**config.mk**
```make
export PLATFORM = sky130hd
export DESIGN_NAME = seq_divider
export DESIGN_NICKNAME = d
export VERILOG_FILES = /design/src/rtl/seq_divider.sv
export SDC_FILE = /design/constraint.sdc
export NUM_CORES = 1
export LEC_CHECK = 0
export ABC_AREA = 1
export CAP_MARGIN = 5
export CORE_MARGIN = 1.5
export CORE_UTILIZATION = 25
export CTS_CLUSTER_DIAMETER = 40
export CTS_CLUSTER_SIZE = 14
export DETAILED_ROUTE_END_ITERATION = 12
export GPL_TIMING_DRIVEN = 1
export PLACE_DENSITY = 0.42
export RECOVER_POWER = 100
export SYNTH_ARGS = -nofsm -noshare
export SYNTH_HDL_FRONTEND = slang
export SYNTH_SLANG_ARGS = --single-unit
```
**constraint.sdc**
```tcl
create_clock -name clk -period 2.4 [get_ports clk]
set_clock_uncertainty 0.1 [all_clocks]
set_input_delay 0.24 -clock clk [delete_from_list [all_inputs] [get_ports clk]]
set_output_delay 0.24 -clock clk [all_outputs]
set_load 0.01 [all_outputs]
```
**src/rtl/seq_divider.sv**
```systemverilog
// Multi-cycle restoring divider: one quotient bit per clock under a start/done handshake.
// A zero divisor short-circuits to an all-ones quotient with div_by_zero raised.
module seq_divider #(
    parameter int unsigned DVD_W = 16,
    parameter int unsigned DVS_W = 8
) (
    input  logic             clk,
    input  logic             rst,
    input  logic             start,
    input  logic [DVD_W-1:0] dividend,
    input  logic [DVS_W-1:0] divisor,
    output logic [DVD_W-1:0] quotient,
    output logic [DVS_W-1:0] remainder,
    output logic             busy,
    output logic             done,
    output logic             div_by_zero
);

    localparam int unsigned CNT_W = $clog2(DVD_W + 1);

    localparam logic [1:0] S_IDLE = 2'd0;
    localparam logic [1:0] S_RUN  = 2'd1;
    localparam logic [1:0] S_DONE = 2'd2;

    logic [1:0]       state_q, state_d;
    logic [DVD_W-1:0] q_q, q_d;
    logic [DVS_W-1:0] r_q, r_d;
    logic [DVS_W-1:0] dvs_q, dvs_d;
    logic [CNT_W-1:0] cnt_q, cnt_d;
    logic             busy_d, done_d, dbz_d;
    logic [DVS_W:0]   r_shift;
    logic [DVS_W:0]   dvs_ext;

    // Partial remainder with the next dividend bit shifted in, compared at DVS_W+1 bits
    always_comb begin
        r_shift = {r_q, q_q[DVD_W-1]};
        dvs_ext = {1'b0, dvs_q};
    end

    // Next-state and datapath update
    always_comb begin
        state_d = state_q;
        q_d     = q_q;
        r_d     = r_q;
        dvs_d   = dvs_q;
        cnt_d   = cnt_q;
        busy_d  = busy;
        done_d  = 1'b0;
        dbz_d   = div_by_zero;

        case (state_q)
            S_IDLE: begin
                if (start) begin
                    q_d     = dividend;
                    r_d     = '0;
                    dvs_d   = divisor;
                    cnt_d   = CNT_W'(DVD_W);
                    dbz_d   = 1'b0;
                    busy_d  = (divisor != '0);
                    state_d = S_RUN;
                end
            end
            S_RUN: begin
                if (dvs_q == '0) begin
                    // Zero divisor: finish after one cycle without ever raising busy
                    q_d     = '1;
                    r_d     = '0;
                    dbz_d   = 1'b1;
                    busy_d  = 1'b0;
                    done_d  = 1'b1;
                    state_d = S_DONE;
                end else begin
                    if (r_shift >= dvs_ext) begin
                        r_d = DVS_W'(r_shift - dvs_ext);
                        q_d = {q_q[DVD_W-2:0], 1'b1};
                    end else begin
                        r_d = DVS_W'(r_shift);
                        q_d = {q_q[DVD_W-2:0], 1'b0};
                    end
                    cnt_d = cnt_q - CNT_W'(1);
                    if (cnt_q == CNT_W'(1)) begin
                        busy_d  = 1'b0;
                        done_d  = 1'b1;
                        state_d = S_DONE;
                    end
                end
            end
            S_DONE: begin
                state_d = S_IDLE;
            end
            default: begin
                state_d = S_IDLE;
            end
        endcase
    end

    // State and output registers
    always_ff @(posedge clk) begin
        if (rst) begin
            state_q     <= S_IDLE;
            q_q         <= '0;
            r_q         <= '0;
            dvs_q       <= '0;
            cnt_q       <= '0;
            busy        <= 1'b0;
            done        <= 1'b0;
            div_by_zero <= 1'b0;
        end else begin
            state_q     <= state_d;
            q_q         <= q_d;
            r_q         <= r_d;
            dvs_q       <= dvs_d;
            cnt_q       <= cnt_d;
            busy        <= busy_d;
            done        <= done_d;
            div_by_zero <= dbz_d;
        end
    end

    assign quotient  = q_q;
    assign remainder = r_q;

endmodule

```
==> results_tabular.tex <==
\begin{tabular}{lr}
\hline
Metric & Value \\
\hline
\multicolumn{2}{l}{\textbf{Finish}} \\
\quad Share of layout cells above drive strength 1 & 9.37\% \\
\quad Area Overhead vs Synth & 29.6\% \\
\quad Final net count & 432 \\
\quad Number of antenna repair diodes & 0 \\
\quad Non-filler instance count after layout & 528 \\
\quad Final design instance area without fill & 0.00321 sq mm \\
\quad Fill cells & 1073 \\
\multicolumn{2}{l}{\textbf{Critical path}} \\
\quad Origin of the critical flop-to-flop path & dvs\_q[0]\$\_SDFFE\_PP0P\_ \\
\quad Critical path startpoint category & flop \\
\quad Crit path max fanout & 18 \\
\quad Critical Path Slowest Stage Cell & sky130\_fd\_sc\_hd\_\_nor2\_2 \\
\quad Worst-case register-to-register setup slack & 0.34 ns \\
\quad Worst r2r dst & cnt\_q[2]\$\_SDFFE\_PP0P\_ \\
\quad Worst Setup Path Type & reg2reg \\
\quad Max stage delay on crit path & 0.75 ns \\
\quad Termination of the worst setup path & cnt\_q[2]\$\_SDFFE\_PP0P\_ \\
\quad Arrival @ worst endpoint & 2.16 ns \\
\quad Worst path top cell family by delay & simple AND/OR/NAND/NOR gates \\
\quad Worst Reg-to-Reg Cells & 9 \\
\quad Required time of the worst setup path & 2.50 ns \\
\quad Worst setup path startpoint & dvs\_q[0]\$\_SDFFE\_PP0P\_ \\
\quad Logic depth of the worst path, buffers included & 9 \\
\quad Buffers plus inverters on the worst setup path & 1 \\
\quad Critical path, cell by cell & nor2\_1 > nand3\_1 > nor2\_2 > nand2\_4 > nand2\_4 > inv\_2 > nand2\_2 > xor2\_1 > nor2\_1 \\
\quad CP Capture Type & flop \\
\multicolumn{2}{l}{\textbf{Logic synthesis}} \\
\quad Mean Syn Cell Area & 7.22 sq um \\
\quad Library cell with the largest summed area after synthesis & sky130\_fd\_sc\_hd\_\_dfxtp\_1 \\
\quad Commonest cells in the synthesized netlist & 70 x sky130\_fd\_sc\_hd\_\_nand2\_1, 42 x sky130\_fd\_sc\_hd\_\_dfxtp\_1, 41 x sky130\_fd\_sc\_hd\_\_o21ai\_0 \\
\quad Post-synth cell types & 35 \\
\quad Number of warnings issued by yosys & 0 \\
\quad Seq cells post-synth & 42 \\
\quad Synth Net Count & 381 \\
\quad Top post-synthesis cells by area & sky130\_fd\_sc\_hd\_\_dfxtp\_1 34\%, sky130\_fd\_sc\_hd\_\_nand2\_1 11\%, sky130\_fd\_sc\_hd\_\_o21ai\_0 8.3\%, sky130\_fd\_sc\_hd\_\_inv\_1 6.1\%, sky130\_fd\_sc\_hd\_\_nand3\_1 5.3\% \\
\quad Post-synthesis cell area & 0.00248 sq mm \\
\quad Top-area cell type share of the netlist area & 34.0\% \\
\quad Dominant register cell in the synthesized netlist & sky130\_fd\_sc\_hd\_\_dfxtp\_1 \\
\quad Synthesized instance count & 343 \\
\quad Sequential-to-total area share from yosys stat & 34.0\% \\
\quad Count of flip-flops with a built-in enable after synthesis & 0 \\
\quad Share of async-settable or async-resettable flops after synthesis & 0\% \\
\quad Most frequent cell after synthesis & sky130\_fd\_sc\_hd\_\_nand2\_1 \\
\multicolumn{2}{l}{\textbf{GRT}} \\
\quad Largest net degree at the start of global routing & 35 \\
\quad All-layer global routing usage & 14.1\% \\
\quad Number of global-route vias before repair & 2328 \\
\quad Global-route wire length before repair & 11400 um \\
\quad Antenna violations before repair & 0 \\
\quad Total gr overflow & 0 \\
\multicolumn{2}{l}{\textbf{Clocking}} \\
\quad Count of hold buffers inserted by post-cts repair & 0 \\
\quad Latest clock arrival within the worst-skew pair & 0.30 ns \\
\quad Post-cts sizing count & 0 \\
\quad Clock buffer depth & 2 \\
\quad Clk pin slew, worst setup/hold paths & 0.09 ns \\
\quad TritonCTS clock tree & done \\
\quad Number of buffers inserted during clock tree synthesis & 5 \\
\quad Root buf cell & sky130\_fd\_sc\_hd\_\_clkbuf\_8 \\
\quad Depth of the CTS H-tree & 2 \\
\quad Sinks on Clock Net & 42 \\
\quad Number of buffers added for setup after CTS & 0 \\
\multicolumn{2}{l}{\textbf{Placed design}} \\
\quad Placer Congestion & 0.801 \\
\quad Post-Place Cells & 520 \\
\quad Post-DP HPWL & 5000 um \\
\quad Number of port buffers & 53 \\
\quad Placed Instance Area & 0.00313 sq mm \\
\multicolumn{2}{l}{\textbf{Worst hold path}} \\
\quad Hold crit path type & reg2reg \\
\multicolumn{2}{l}{\textbf{Run status}} \\
\quad Outcome & finished clean \\
\multicolumn{2}{l}{\textbf{STA}} \\
\quad Achievable frequency & 487 MHz \\
\quad Final Setup Violations & 0 \\
\quad Final worst-path cycle share & 85.6\% \\
\quad Hold violation total from the final report & 0 \\
\quad Max transition margin & 36.6\% \\
\quad Final-layout worst hold slack & 0.387 ns \\
\quad Final total negative setup slack & 0 ns \\
\quad Setup repair after global routing missed its margin & no \\
\quad Max Slew Vio Count & 0 \\
\quad Final min period & 2.06 ns \\
\quad Worst-Margin Slew & 0.950 ns \\
\multicolumn{2}{l}{\textbf{Detailed routing}} \\
\quad Wire length reported by the detailed router & 6980 um \\
\quad Routed wirelength normalized by instance count & 13.2 um \\
\quad Post-detailed-route via-to-cell ratio & 4.51 \\
\quad Routed vias & 2379 \\
\quad First-pass DRT Iterations & 4 \\
\quad 1st-iter DRT viols & 51 \\
\quad Number of routed nets with antenna violations & 0 \\
\quad Number of DRC violations after detailed routing & 0 \\
\multicolumn{2}{l}{\textbf{Floorplan}} \\
\quad Core Rows & 36 \\
\quad I/O pin cnt & 54 \\
\quad Die Height & 103 um \\
\quad Initial core utilization & 25.6\% \\
\quad Die Area & 0.0105 sq mm \\
\quad Core region area & 0.00968 sq mm \\
\quad DIE WIDTH & 103 um \\
\multicolumn{2}{l}{\textbf{Power and ir drop}} \\
\quad Max IR drop VDD & 397 uV \\
\quad Total leakage power & 1.47 nW \\
\quad Areal power density over the cells & 850 mW/mm\^{}2 \\
\quad Post-layout power & 2.73 mW \\
\multicolumn{2}{l}{\textbf{Job}} \\
\quad Max-Cap Viols & 0 \\
\hline
\end{tabular}
==> flip-flops by register name, indices dropped and copies added (netlist names) <==
register and cells:
quotient 16, done 1, cnt_q 5, div_by_zero 1, busy 1, state_q 2
dvs_q 8, remainder 8
==> power breakdown <==
group	switching, mW	total, mW	internal, mW
clock network	0.272	0.585	0.312
logic	0.775	1.25	0.470
registers	0.0852	0.898	0.812
==> worst reg2reg max path, delay by kind of cell (launching register included) <==
| kind | cells | cell delay (ns) |
|---|---|---|
| xor gates and xnor gates | 1 | 0.14 |
| and+or+nand+nor | 7 | 1.31 |
| DFF | 1 | 0.34 |
| buffers and inverters | 1 | 0.06 |
==> cell families after synthesis <==
group,share of synthesized area [%]
adder cells (fa/ha/maj),5.86
XOR/XNOR,1.42
buffers and inverters,10.1
AND/OR/NAND/NOR,31.2
flip-flops,34.0
AO/OA/AOI/OAI,17.5
==> metal layers <==
metal	share of wire (%)	wire [um]	GRT usage, %
met2	46	3180	23.4
met5	0	0	0
met4	1.0	71	3.16
met1	47	3270	18.0
met3	6.4	448	4.07
==> area by class of cell <==
| class | count | area (sq um) | share of cell area, % |
|---|---|---|---|
| Tap cell | 133 | 166 | 5.19 |
| Inverter | 45 | 174 | 5.42 |
| Clock inverter | 3 | 43.8 | 1.37 |
| Clock buffer | 5 | 68.8 | 2.15 |
| Timing Repair Buffer | 57 | 557 | 17.4 |
| Multi-Input combinational cell | 243 | 1360 | 42.3 |
| Sequential cell | 42 | 841 | 26.2 |
==> how the worst min path moves through the flow <==
| stage | from | to | slack, ns | depth (start not counted) |
|---|---|---|---|---|
| 6_report | cnt_q[4]$_SDFFE_PP0P_ | cnt_q[4]$_SDFFE_PP0P_ | 0.39 | 2 |
| 3_5_place_dp | cnt_q[4]$_SDFFE_PP0P_ | cnt_q[4]$_SDFFE_PP0P_ | 0.38 | 2 |
| 4_1_cts | cnt_q[4]$_SDFFE_PP0P_ | cnt_q[4]$_SDFFE_PP0P_ | 0.39 | 2 |
| 5_1_grt | dividend[5] | quotient[5]$_SDFFE_PP0P_ | 0.40 | 3 |
| 3_3_place_gp | cnt_q[4]$_SDFFE_PP0P_ | cnt_q[4]$_SDFFE_PP0P_ | 0.37 | 2 |
| 2_1_floorplan | start | dvs_q[0]$_SDFFE_PP0P_ | 0.30 | 2 |
==> placed cells by master (no fill, tap or decap), types with 2 or more instances in the layout <==
cell type                         synthesis  layout
sky130_fd_sc_hd__nand2_1                 70      70
sky130_fd_sc_hd__o21ai_0                 41      42
sky130_fd_sc_hd__dfxtp_1                 42      42
sky130_fd_sc_hd__inv_1                   40      40
sky130_fd_sc_hd__nand3_1                 26      28
sky130_fd_sc_hd__dlygate4sd3_1            0      27
sky130_fd_sc_hd__clkdlybuf4s50_1          0      26
sky130_fd_sc_hd__nor2_1                  17      17
sky130_fd_sc_hd__a21oi_1                 16      16
sky130_fd_sc_hd__a31oi_1                 16      16
sky130_fd_sc_hd__ha_1                    10      10
sky130_fd_sc_hd__nand4_1                  9       9
sky130_fd_sc_hd__nor2_2                   4       5
sky130_fd_sc_hd__clkbuf_8                 0       5
sky130_fd_sc_hd__inv_2                    4       4
sky130_fd_sc_hd__nand2_2                  3       3
sky130_fd_sc_hd__nand2_4                  3       3
sky130_fd_sc_hd__xor2_1                   3       3
sky130_fd_sc_hd__buf_4                    3       3
sky130_fd_sc_hd__nor2_8                   3       2
sky130_fd_sc_hd__inv_6                    1       2
sky130_fd_sc_hd__nand3_2                  4       2
sky130_fd_sc_hd__nor3_1                   2       2
sky130_fd_sc_hd__o21ai_1                  3       2
sky130_fd_sc_hd__a21oi_2                  2       2
sky130_fd_sc_hd__nor4_1                   2       2
==> per-stage QoR <==
step                      setup slack, ns  util [%]
after global placement              0.460      32.3
after global routing                0.124      33.1
after floorplan                     0.614         -
after detailed placement            0.469      32.3
final                               0.345      33.1
after CTS                           0.430      33.5
(Power assumes the default switching activity.)
